## config.mk

```make
export PLATFORM = sky130hd
export DESIGN_NAME = axi2per_res_buffer
export DESIGN_NICKNAME = d
export VERILOG_FILES = /design/src/rtl/axi2per_res_buffer.sv
export SDC_FILE = /design/constraint.sdc
export NUM_CORES = 1
export LEC_CHECK = 0
export ABC_AREA = 1
export CAP_MARGIN = 10
export CORE_ASPECT_RATIO = 1.2
export CORE_MARGIN = 8
export CORE_UTILIZATION = 40
export CTS_BUF_LIST = sky130_fd_sc_hd__clkbuf_16
export CTS_CLUSTER_SIZE = 10
export DETAILED_ROUTE_END_ITERATION = 7
export PLACE_DENSITY = 0.88
export SETUP_SLACK_MARGIN = 0.2
export SYNTH_ARGS = -nofsm -noshare
export SYNTH_HDL_FRONTEND = slang
export SYNTH_SLANG_ARGS = --single-unit
```

## constraint.sdc

```tcl
create_clock -name clk_i -period 1.5 [get_ports clk_i]
set_input_delay 0.3 -clock clk_i [delete_from_list [all_inputs] [get_ports clk_i]]
set_output_delay 0.3 -clock clk_i [all_outputs]
set_load 0.01 [all_outputs]
```

## src/rtl/axi2per_res_buffer.sv

```systemverilog
// axi2per response buffer: captures the single-beat peripheral response for the
// pending transaction and returns it on AXI R (reads) or B (writes), holding it
// until the master accepts it, then pulses completion back to the request stage.
module axi2per_res_buffer #(
  parameter int PER_ID_WIDTH   = 5,
  parameter int AXI_ADDR_WIDTH = 32,
  parameter int AXI_DATA_WIDTH = 64,
  parameter int AXI_USER_WIDTH = 6,
  parameter int AXI_ID_WIDTH   = 3
) (
  input  logic                      clk_i,
  input  logic                      rst_i,

  input  logic                      per_master_r_valid_i,
  input  logic                      per_master_r_opc_i,
  input  logic [PER_ID_WIDTH-1:0]   per_master_r_id_i,
  input  logic [31:0]               per_master_r_rdata_i,

  input  logic                      trans_req_i,
  input  logic                      trans_we_i,
  input  logic [AXI_ID_WIDTH-1:0]   trans_id_i,
  input  logic [AXI_ADDR_WIDTH-1:0] trans_add_i,
  output logic                      trans_r_valid_o,

  output logic                      axi_slave_r_valid_o,
  output logic [AXI_DATA_WIDTH-1:0] axi_slave_r_data_o,
  output logic [1:0]                axi_slave_r_resp_o,
  output logic                      axi_slave_r_last_o,
  output logic [AXI_ID_WIDTH-1:0]   axi_slave_r_id_o,
  output logic [AXI_USER_WIDTH-1:0] axi_slave_r_user_o,
  input  logic                      axi_slave_r_ready_i,

  output logic                      axi_slave_b_valid_o,
  output logic [1:0]                axi_slave_b_resp_o,
  output logic [AXI_ID_WIDTH-1:0]   axi_slave_b_id_o,
  output logic [AXI_USER_WIDTH-1:0] axi_slave_b_user_o,
  input  logic                      axi_slave_b_ready_i
);

  typedef enum logic [1:0] {IDLE, WAIT_PER, SEND_R, SEND_B} state_t;

  state_t                    state_q, state_d;
  logic [AXI_ID_WIDTH-1:0]   id_q;
  logic                      we_q;    // 1 = read (peripheral convention)
  logic                      lane_q;  // address bit 2 selects the 32-bit half
  logic [AXI_DATA_WIDTH-1:0] data_q;
  logic [1:0]                resp_q;
  logic [AXI_DATA_WIDTH-1:0] rdata_lane;
  logic                      r_hs, b_hs;

  // Peripheral ID and the address bits other than [2] carry no meaning here.
  logic unused_in;
  assign unused_in = ^{per_master_r_id_i, trans_add_i};

  // Place the 32-bit peripheral word into the 64-bit beat on the addressed half.
  assign rdata_lane = lane_q ? {per_master_r_rdata_i, 32'h0}
                             : {32'h0, per_master_r_rdata_i};

  assign r_hs = (state_q == SEND_R) && axi_slave_r_ready_i;
  assign b_hs = (state_q == SEND_B) && axi_slave_b_ready_i;

  // Next-state logic.
  always_comb begin
    state_d = state_q;
    case (state_q)
      IDLE:     if (trans_req_i)          state_d = WAIT_PER;
      WAIT_PER: if (per_master_r_valid_i) state_d = we_q ? SEND_R : SEND_B;
      SEND_R:   if (axi_slave_r_ready_i)  state_d = IDLE;
      SEND_B:   if (axi_slave_b_ready_i)  state_d = IDLE;
      default:                            state_d = IDLE;
    endcase
  end

  // State register plus transaction/response capture; reset discards any held response.
  always_ff @(posedge clk_i) begin
    if (rst_i) begin
      state_q <= IDLE;
      id_q    <= '0;
      we_q    <= 1'b0;
      lane_q  <= 1'b0;
      data_q  <= '0;
      resp_q  <= 2'b00;
    end else begin
      state_q <= state_d;
      if (state_q == IDLE && trans_req_i) begin
        id_q   <= trans_id_i;
        we_q   <= trans_we_i;
        lane_q <= trans_add_i[2];
      end
      if (state_q == WAIT_PER && per_master_r_valid_i) begin
        resp_q <= per_master_r_opc_i ? 2'b10 : 2'b00;
        data_q <= we_q ? rdata_lane : '0;
      end
    end
  end

  assign trans_r_valid_o     = r_hs | b_hs;

  assign axi_slave_r_valid_o = (state_q == SEND_R);
  assign axi_slave_r_last_o  = (state_q == SEND_R);
  assign axi_slave_r_data_o  = data_q;
  assign axi_slave_r_resp_o  = resp_q;
  assign axi_slave_r_id_o    = id_q;
  assign axi_slave_r_user_o  = '0;

  assign axi_slave_b_valid_o = (state_q == SEND_B);
  assign axi_slave_b_resp_o  = resp_q;
  assign axi_slave_b_id_o    = id_q;
  assign axi_slave_b_user_o  = '0;

endmodule

```

==> results of run 1 <==
per-layer routing:
metal	share of wire, %	vias up	global-route usage (%)
met3	7.1	16	6.36
met5	0	-	0
met1	39	1435	17.0
met4	1.8	0	5.13
li1	-	1422	-
met2	52	103	27.1
state kept, by name, summed over array words and instances, names as in the netlist:
signal and flops:
we_q 1, state_q 2, lane_q 1, axi_slave_b_id_o 3, axi_slave_b_resp_o 1, axi_slave_r_data_o 64
power by group through the flow:
stage / registers (W) / clock network [W] / logic [W]
after floorplan: 0.00204 / 0 / 0.000496
after detailed placement: 0.00203 / 0 / 0.000758
after global routing: 0.00201 / 0.00218 / 0.00107
after CTS: 0.00200 / 0.00209 / 0.000727
final: 0.00200 / 0.00205 / 0.00101
after global placement: 0.00203 / 0 / 0.000744
cell usage in the layout (no fill, tap or decap), types with 3 or more instances in the layout:
master and count:
dfxtp_1 70, nor2_1 12, nand2_1 61, buf_12 8, nand2_4 12, nand3_2 36
conb_1 14, buf_4 9, clkdlybuf4s50_1 41, o21ai_0 6, nand3_1 18, a21oi_1 17
dlygate4sd2_1 72, nand3_4 13, inv_1 9, buf_2 5, a21oi_2 49, clkbuf_16 15
buf_6 3
kinds of logic after synthesis:
logic type      Yosys count  share of synthesized area (%)
compound gates           74                           15.7
buf+inv                  59                           12.9
flops                    72                           44.2
other cells               1                          0.115
simple gates            157                           27.1
layout make-up:
class / count / area, um^2 / area share [%]
inverter: 12 / 57.6 / 1.11
multi-input combinational: 245 / 1740 / 33.6
clock inverter: 7 / 62.6 / 1.21
tap: 95 / 119 / 2.30
clock buffer: 9 / 225 / 4.36
sequential: 72 / 1450 / 28.0
timing repair buffer: 146 / 1520 / 29.4
per-stage QoR:
| stage | utilization [%] | hold WS, ps | std cells | setup TNS [ps] |
|---|---|---|---|---|
| 5_1_grt | 64.4 | 257 | 586 | 0 |
| 3_3_place_gp | 55.0 | 453 | 557 | -2650 |
| 4_1_cts | 57.4 | 250 | 573 | 0 |
| 6_report | 64.4 | 263 | 586 | 0 |
| 3_5_place_dp | 55.0 | 456 | 557 | -4880 |
| 2_1_floorplan | - | 443 | 376 | 0 |
worst paths after layout:
kind                            cells past startpoint                      to  slack (ps)                   start
worst min-delay path                                2  axi_slave_r_data_o[18]         260                   rst_i
worst max register to register                      8  axi_slave_r_data_o[20]         100              state_q[1]
worst max-delay path                                8  axi_slave_r_data_o[20]         100              state_q[1]
worst min register to register                      2  axi_slave_r_data_o[50]         460  axi_slave_r_data_o[50]
timing repair:
item,4_1_cts,5_1_grt
setup buffers,0,3
setup endpoints to repair,79,55
gates resized for setup,93,74
pin swaps,1,18
cloned,0,10
critical path: stages, from the launching register on:
cell and delay, ps:
dfxtp_2 340, inv_2 50, buf_4 130, buf_6 110, nand3_4 150, buf_12 150
clkbuf_16 180, nand2_1 80, a21oi_2 130
==> impl_results.html, run 1 <==
<table>
<tr><th>Metric</th><th>Value</th></tr>
<tr><th colspan="2">Floorplan</th></tr>
<tr><td>Effective utilization at floorplan</td><td>40.7%</td></tr>
<tr><td>Core Region</td><td>~0.0080 mm^2</td></tr>
<tr><td>Count of standard-cell rows</td><td>36</td></tr>
<tr><td>Width of the die</td><td>~100 um</td></tr>
<tr><td>Die area</td><td>around 0.011 mm^2</td></tr>
<tr><td>Overall die height</td><td>around 110 um</td></tr>
<tr><td>Top-Level Pins</td><td>170</td></tr>
<tr><th colspan="2">Job</th></tr>
<tr><td>Max_cap viols</td><td>0</td></tr>
<tr><th colspan="2">Power and ir drop</th></tr>
<tr><td>Sum of internal, switching and leakage power</td><td>slightly above 0.005 W</td></tr>
<tr><td>Maximum ir drop on the vdd rail</td><td>roughly 0.00084 V</td></tr>
<tr><td>P_int</td><td>~0.0037 W</td></tr>
<tr><td>NetSw</td><td>approximately 0.0014 W</td></tr>
<tr><td>Sw frac</td><td>27.4%</td></tr>
<tr><td>Static leakage</td><td>between 2 and 2.5 nW</td></tr>
<tr><td>Fraction of power consumed by the clock network</td><td>between 40% and 50%</td></tr>
<tr><td>PwrDens</td><td>980 mW/mm^2</td></tr>
<tr><td>Sequential share of power</td><td>just under 40%</td></tr>
<tr><td>Combinational Power Share</td><td>approximately 20%</td></tr>
<tr><th colspan="2">Synthesis</th></tr>
<tr><td>Async set-or-reset flop fraction in the synthesized netlist</td><td>0%</td></tr>
<tr><td>Yosys Warn Count</td><td>0</td></tr>
<tr><td>Syn Inst Count</td><td>363</td></tr>
<tr><td>Share of synthesized area occupied by flip-flops and latches</td><td>44.2%</td></tr>
<tr><td>Count leader, synth</td><td>nand2_1</td></tr>
<tr><td>Proportion of netlist area held by the largest area contributor</td><td>44.2%</td></tr>
<tr><td>Most frequent cells after synthesis</td><td>nand2_1 (75), dfxtp_1 (72), a21oi_2 (38), nand3_2 (38)</td></tr>
<tr><td>Post-synth design cell area</td><td>0.00326 mm^2</td></tr>
<tr><td>Number of flops mapped to enable cells by yosys</td><td>0</td></tr>
<tr><td>Mean post-synth cell area</td><td>around 9.0 um^2</td></tr>
<tr><td>Synth area leaders</td><td>dfxtp_1 (44%), nand3_2 (12%), a21oi_2 (10%)</td></tr>
<tr><td>Dominant cell type by area after synthesis</td><td>dfxtp_1</td></tr>
<tr><td>Flop and latch count out of synthesis</td><td>72</td></tr>
<tr><td>Main synth FF type</td><td>dfxtp_1</td></tr>
<tr><td>Count of unique library cells instantiated by Yosys</td><td>20</td></tr>
<tr><th colspan="2">Placement</th></tr>
<tr><td>GP Congestion</td><td>between 0.7 and 0.8</td></tr>
<tr><td>Area of placed instances</td><td>around 0.0044 mm^2</td></tr>
<tr><td>Number of port buffers</td><td>~120</td></tr>
<tr><td>DP HPWL</td><td>between 6000 and 7000 um</td></tr>
<tr><td>Worst Setup Slack post-DPL</td><td>-319 ps</td></tr>
<tr><th colspan="2">Global route</th></tr>
<tr><td>Remaining Overflow, GRT</td><td>0</td></tr>
<tr><td>Initial antenna violation count</td><td>0</td></tr>
<tr><td>Wire length of the first global-routing pass</td><td>around 15000 um</td></tr>
<tr><td>Number of global-route vias before repair</td><td>between 2000 and 3000</td></tr>
<tr><td>Largest net degree at the start of global routing</td><td>66</td></tr>
<tr><td>GRT Total Usage</td><td>between 10% and 20%</td></tr>
<tr><th colspan="2">Critical path</th></tr>
<tr><td>Critical Path Start Type</td><td>flop</td></tr>
<tr><td>Data required time of the critical path</td><td>roughly 1800 ps</td></tr>
<tr><td>Critical path class</td><td>reg -&gt; reg</td></tr>
<tr><td>Nature of the critical path endpoint</td><td>flop</td></tr>
<tr><td>Endpoint arrival time on the critical path</td><td>between 1500 and 2000 ps</td></tr>
<tr><td>Critical path fanouts, max</td><td>8</td></tr>
<tr><th colspan="2">Hold path</th></tr>
<tr><td>Worst min-delay path category</td><td>in -&gt; reg</td></tr>
<tr><th colspan="2">STA</th></tr>
<tr><td>Post-route fraction of the period consumed by the critical path</td><td>just over 90%</td></tr>
<tr><td>Post-Route Skew</td><td>5.69 ps</td></tr>
<tr><td>Count of final hold-check violations</td><td>0</td></tr>
<tr><td>Minimum clock period after layout</td><td>1400 ps</td></tr>
<tr><td>Final setup violation count</td><td>0</td></tr>
<tr><td>Least setup slack across all paths after layout</td><td>approximately 100 ps</td></tr>
<tr><td>Setup repair after global routing missed its margin</td><td>true</td></tr>
<tr><td>Final-report max-slew violation count</td><td>0</td></tr>
<tr><td>Highest clock rate</td><td>approximately 720 MHz</td></tr>
<tr><th colspan="2">Clock network</th></tr>
<tr><td>CTS buffer count</td><td>9</td></tr>
<tr><td>Num Clock Sinks</td><td>72</td></tr>
<tr><td>Clock tree root driver cell</td><td>clkbuf_16</td></tr>
<tr><td>Hold buffers post-CTS</td><td>0</td></tr>
<tr><td>Clk buf depth</td><td>2</td></tr>
<tr><td>Later-pin clock latency in the skew report</td><td>roughly 320 ps</td></tr>
<tr><td>Clock H-tree levels</td><td>3</td></tr>
<tr><td>TritonCTS clock tree</td><td>built</td></tr>
<tr><td>Clock-pin slew of the registers on the worst-case setup and hold paths</td><td>60 ps</td></tr>
<tr><th colspan="2">Final layout</th></tr>
<tr><td>Nets</td><td>approximately 570</td></tr>
<tr><td>Ratio of cells with drive above 1 in the final layout</td><td>33.6%</td></tr>
<tr><td>Design area</td><td>~0.0052 mm^2</td></tr>
<tr><td>Area growth from synthesis to layout</td><td>58.4%</td></tr>
<tr><td>Number of antenna cells inserted</td><td>0</td></tr>
<tr><td>Fillcell total</td><td>between 600 and 700</td></tr>
<tr><th colspan="2">Detailed routing</th></tr>
<tr><td>Detailed-route wire length per cell</td><td>17.5 um</td></tr>
<tr><td>Routed via count divided by cell count</td><td>5.08</td></tr>
<tr><td>Via count</td><td>2976</td></tr>
<tr><td>Remaining routing DRC violations</td><td>0</td></tr>
<tr><td>Routed wire length</td><td>roughly 10000 um</td></tr>
<tr><td>1st-iter DRT viols</td><td>87</td></tr>
<tr><td>Number of routed nets with antenna violations</td><td>0</td></tr>
<tr><td>Pre-Repair DR Iteration Count</td><td>4</td></tr>
<tr><th colspan="2">Status</th></tr>
<tr><td>Outcome</td><td>finished clean</td></tr>
</table>
(Power assumes the default switching activity.)
==> run 2, diff against run 1 <==
Settings changed: GPL_TIMING_DRIVEN set to 0.
==> run 2 against run 1 <==
Clock power shrank 10%. Combinational power up 9.9%. Register-to-register slack better by 60 ps. Non-clock buffer count grew 39. Fmax decreased by 0.41%. Largest power group is now registers. Routed wire length shrank 3.2%. Global-route usage increased by 1.3 points. Clock-buffer cell count did not move. Via count rose by 1.8%. Sequential cell count did not move. Sequential power hardly changed.
==> impl_results.html, run 2 (same netlist as run 1, synthesis figures left out) <==
<table>
<tr><th>Metric</th><th>Value</th></tr>
<tr><th colspan="2">Detailed routing</th></tr>
<tr><td>1st-iter DRT viols</td><td>98 (+13%)</td></tr>
<tr><td>Remaining routing DRC violations</td><td>0 (unchanged)</td></tr>
<tr><td>Via count</td><td>3031 (+1.8%)</td></tr>
<tr><td>Detailed-route wire length per cell</td><td>15.9 um (-9.1%)</td></tr>
<tr><td>Routed wire length</td><td>9930 um (-3.2%)</td></tr>
<tr><td>Number of routed nets with antenna violations</td><td>0 (unchanged)</td></tr>
<tr><td>Pre-Repair DR Iteration Count</td><td>4 (unchanged)</td></tr>
<tr><td>Routed via count divided by cell count</td><td>4.86 (-4.4%)</td></tr>
<tr><th colspan="2">Critical path</th></tr>
<tr><td>Data required time of the critical path</td><td>1200 ps (-550 ps)</td></tr>
<tr><td>Critical path fanouts, max</td><td>2 (-6)</td></tr>
<tr><td>Nature of the critical path endpoint</td><td>output port</td></tr>
<tr><td>Critical path class</td><td>in -&gt; out</td></tr>
<tr><td>Critical Path Start Type</td><td>input pin</td></tr>
<tr><td>Endpoint arrival time on the critical path</td><td>1100 ps (-550 ps)</td></tr>
<tr><td>Cell-by-cell listing of the critical path</td><td>clkdlybuf4s50_1 -&gt; inv_1 -&gt; o21ai_0 -&gt; buf_2</td></tr>
<tr><td>Slowest Stage Delay on Critical Path</td><td>470 ps (+130 ps)</td></tr>
<tr><td>Cell with the biggest individual delay on the critical path</td><td>clkdlybuf4s50_1</td></tr>
<tr><th colspan="2">Floorplan</th></tr>
<tr><td>Core Region</td><td>0.00802 mm^2 (unchanged)</td></tr>
<tr><td>Width of the die</td><td>98.4 um (unchanged)</td></tr>
<tr><td>Effective utilization at floorplan</td><td>40.7% (unchanged)</td></tr>
<tr><td>Count of standard-cell rows</td><td>36 (unchanged)</td></tr>
<tr><td>Die area</td><td>0.0113 mm^2 (unchanged)</td></tr>
<tr><td>Top-Level Pins</td><td>170 (unchanged)</td></tr>
<tr><td>Overall die height</td><td>115 um (unchanged)</td></tr>
<tr><th colspan="2">Global route</th></tr>
<tr><td>GRT Total Usage</td><td>16.9% (+1.3 points)</td></tr>
<tr><td>Remaining Overflow, GRT</td><td>0 (unchanged)</td></tr>
<tr><td>Largest net degree at the start of global routing</td><td>12 (-82%)</td></tr>
<tr><td>Initial antenna violation count</td><td>0 (unchanged)</td></tr>
<tr><td>Wire length of the first global-routing pass</td><td>15500 um (+5.6%)</td></tr>
<tr><td>Number of global-route vias before repair</td><td>3117 (+5.4%)</td></tr>
<tr><th colspan="2">Clock network</th></tr>
<tr><td>Num Clock Sinks</td><td>72 (unchanged)</td></tr>
<tr><td>Clock-pin slew of the registers on the worst-case setup and hold paths</td><td>50 ps (about the same)</td></tr>
<tr><td>Hold buffers post-CTS</td><td>0 (unchanged)</td></tr>
<tr><td>Clock H-tree levels</td><td>3 (unchanged)</td></tr>
<tr><td>Later-pin clock latency in the skew report</td><td>320 ps (about the same)</td></tr>
<tr><td>Clock tree root driver cell</td><td>clkbuf_16</td></tr>
<tr><td>Clk buf depth</td><td>2 (unchanged)</td></tr>
<tr><td>CTS buffer count</td><td>9 (unchanged)</td></tr>
<tr><td>TritonCTS clock tree</td><td>built</td></tr>
<tr><th colspan="2">Final layout</th></tr>
<tr><td>Final instance count without filler cells</td><td>624 (+6.5%)</td></tr>
<tr><td>Commonest non-fill, non-tap cells in the layout</td><td>nand2_1 (73), dfxtp_1 (67), dlygate4sd2_1 (67)</td></tr>
<tr><td>Flip-flop count of the largest register after layout</td><td>64 (unchanged)</td></tr>
<tr><td>Area growth from synthesis to layout</td><td>59.5%</td></tr>
<tr><td>Leading cell type in the layout, fill and taps excluded</td><td>nand2_1</td></tr>
<tr><td>Nets</td><td>605 (+6.9%)</td></tr>
<tr><td>Number of antenna cells inserted</td><td>0 (unchanged)</td></tr>
<tr><td>Ratio of cells with drive above 1 in the final layout</td><td>35.2% (+1.6 points)</td></tr>
<tr><th colspan="2">STA</th></tr>
<tr><td>Final setup violation count</td><td>0 (unchanged)</td></tr>
<tr><td>Post-route fraction of the period consumed by the critical path</td><td>93.5% (+0.38 points)</td></tr>
<tr><td>Final-report max-slew violation count</td><td>0 (unchanged)</td></tr>
<tr><td>Post-Route Skew</td><td>6.61 ps (+0.922 ps)</td></tr>
<tr><td>Final Hold Slack</td><td>460 ps (+197 ps)</td></tr>
<tr><td>Setup repair after global routing missed its margin</td><td>true</td></tr>
<tr><td>Highest clock rate</td><td>713 MHz (-0.41%)</td></tr>
<tr><td>Minimum clock period after layout</td><td>1400 ps (+5.77 ps)</td></tr>
<tr><td>Count of final hold-check violations</td><td>0 (unchanged)</td></tr>
<tr><th colspan="2">Placement</th></tr>
<tr><td>GP Congestion</td><td>0.772 (-0.19%)</td></tr>
<tr><td>DP HPWL</td><td>7090 um (+11%)</td></tr>
<tr><td>Number of port buffers</td><td>119 (unchanged)</td></tr>
<tr><td>Placed Cells incl. Taps</td><td>590 (+5.9%)</td></tr>
<tr><th colspan="2">Status</th></tr>
<tr><td>Outcome</td><td>finished clean</td></tr>
<tr><th colspan="2">Power and ir drop</th></tr>
<tr><td>PwrDens</td><td>950 mW/mm^2 (-3.0%)</td></tr>
<tr><td>Maximum ir drop on the vdd rail</td><td>0.000654 V (-22%)</td></tr>
<tr><td>Static leakage</td><td>2.20 nW (+5.5%)</td></tr>
<tr><th colspan="2">Hold path</th></tr>
<tr><td>Worst min-delay path category</td><td>reg -&gt; reg</td></tr>
<tr><th colspan="2">Job</th></tr>
<tr><td>Max_cap viols</td><td>0 (unchanged)</td></tr>
</table>
## run 2: per-layer routing
layer  track usage, %  up-vias  routed length [um]
met5                0        -                   0
met1             18.2     1414                3920
met4             6.46        0                 199
li1                 -     1502                   -
met2             30.4       98                5110
met3             5.39       17                 692
## run 2: worst paths after layout
check	from	slack (ps)	cells after the start	end
worst max-delay path	axi_slave_b_ready_i	100	4	trans_r_valid_o
worst min-delay path	axi_slave_r_data_o[62]	460	2	axi_slave_r_data_o[62]
worst max register to register	state_q[1]	160	9	axi_slave_r_data_o[20]
worst min register to register	axi_slave_r_data_o[62]	460	2	axi_slave_r_data_o[62]
## run 2: worst max-delay path: cells and delay by family
family	cells	cell delay, ps
buffers and inverters	3	670
AO/OA/AOI/OAI	1	130
## run 2: through the flow
| step | utilization (%) | instance area, um^2 | total power (W) | TNS (ps) | worst slack (ps) |
|---|---|---|---|---|---|
| after global routing | 64.9 | 5200 | 0.00518 | 0 | 22.7 |
| after floorplan | - | 3310 | 0.00254 | 0 | 312 |
| after detailed placement | 57.6 | 4620 | 0.00289 | -12640 | -338 |
| after global placement | 57.6 | 4620 | 0.00288 | -11470 | -310 |
| after CTS | 63.5 | 5090 | 0.00491 | 0 | 86.4 |
| final | 64.9 | 5200 | 0.00494 | 0 | 97.0 |
## run 2: cell type report
type / count / area (um^2)
Buffer: 47 / 423
Clock buffer: 9 / 225
Clock inverter: 6 / 30.0
Fill cell: 695 / 2820
Inverter: 12 / 52.6
Multi-Input combinational cell: 245 / 1500
Sequential cell: 72 / 1450
Tap cell: 95 / 119
Timing Repair Buffer: 138 / 1400
## run 2: repair_timing
item | 4_1_cts | 5_1_grt
setup endpoints to repair | 126 | 66
gates resized for setup | 122 | 32
gates cloned | 4 | 2
pin swaps | 2 | 4
setup buffers | 12 | 1
## run 2: power by group
part           internal (W)  switching [W]
logic              0.000569       0.000538
clock network       0.00109       0.000755
registers           0.00196      0.0000302
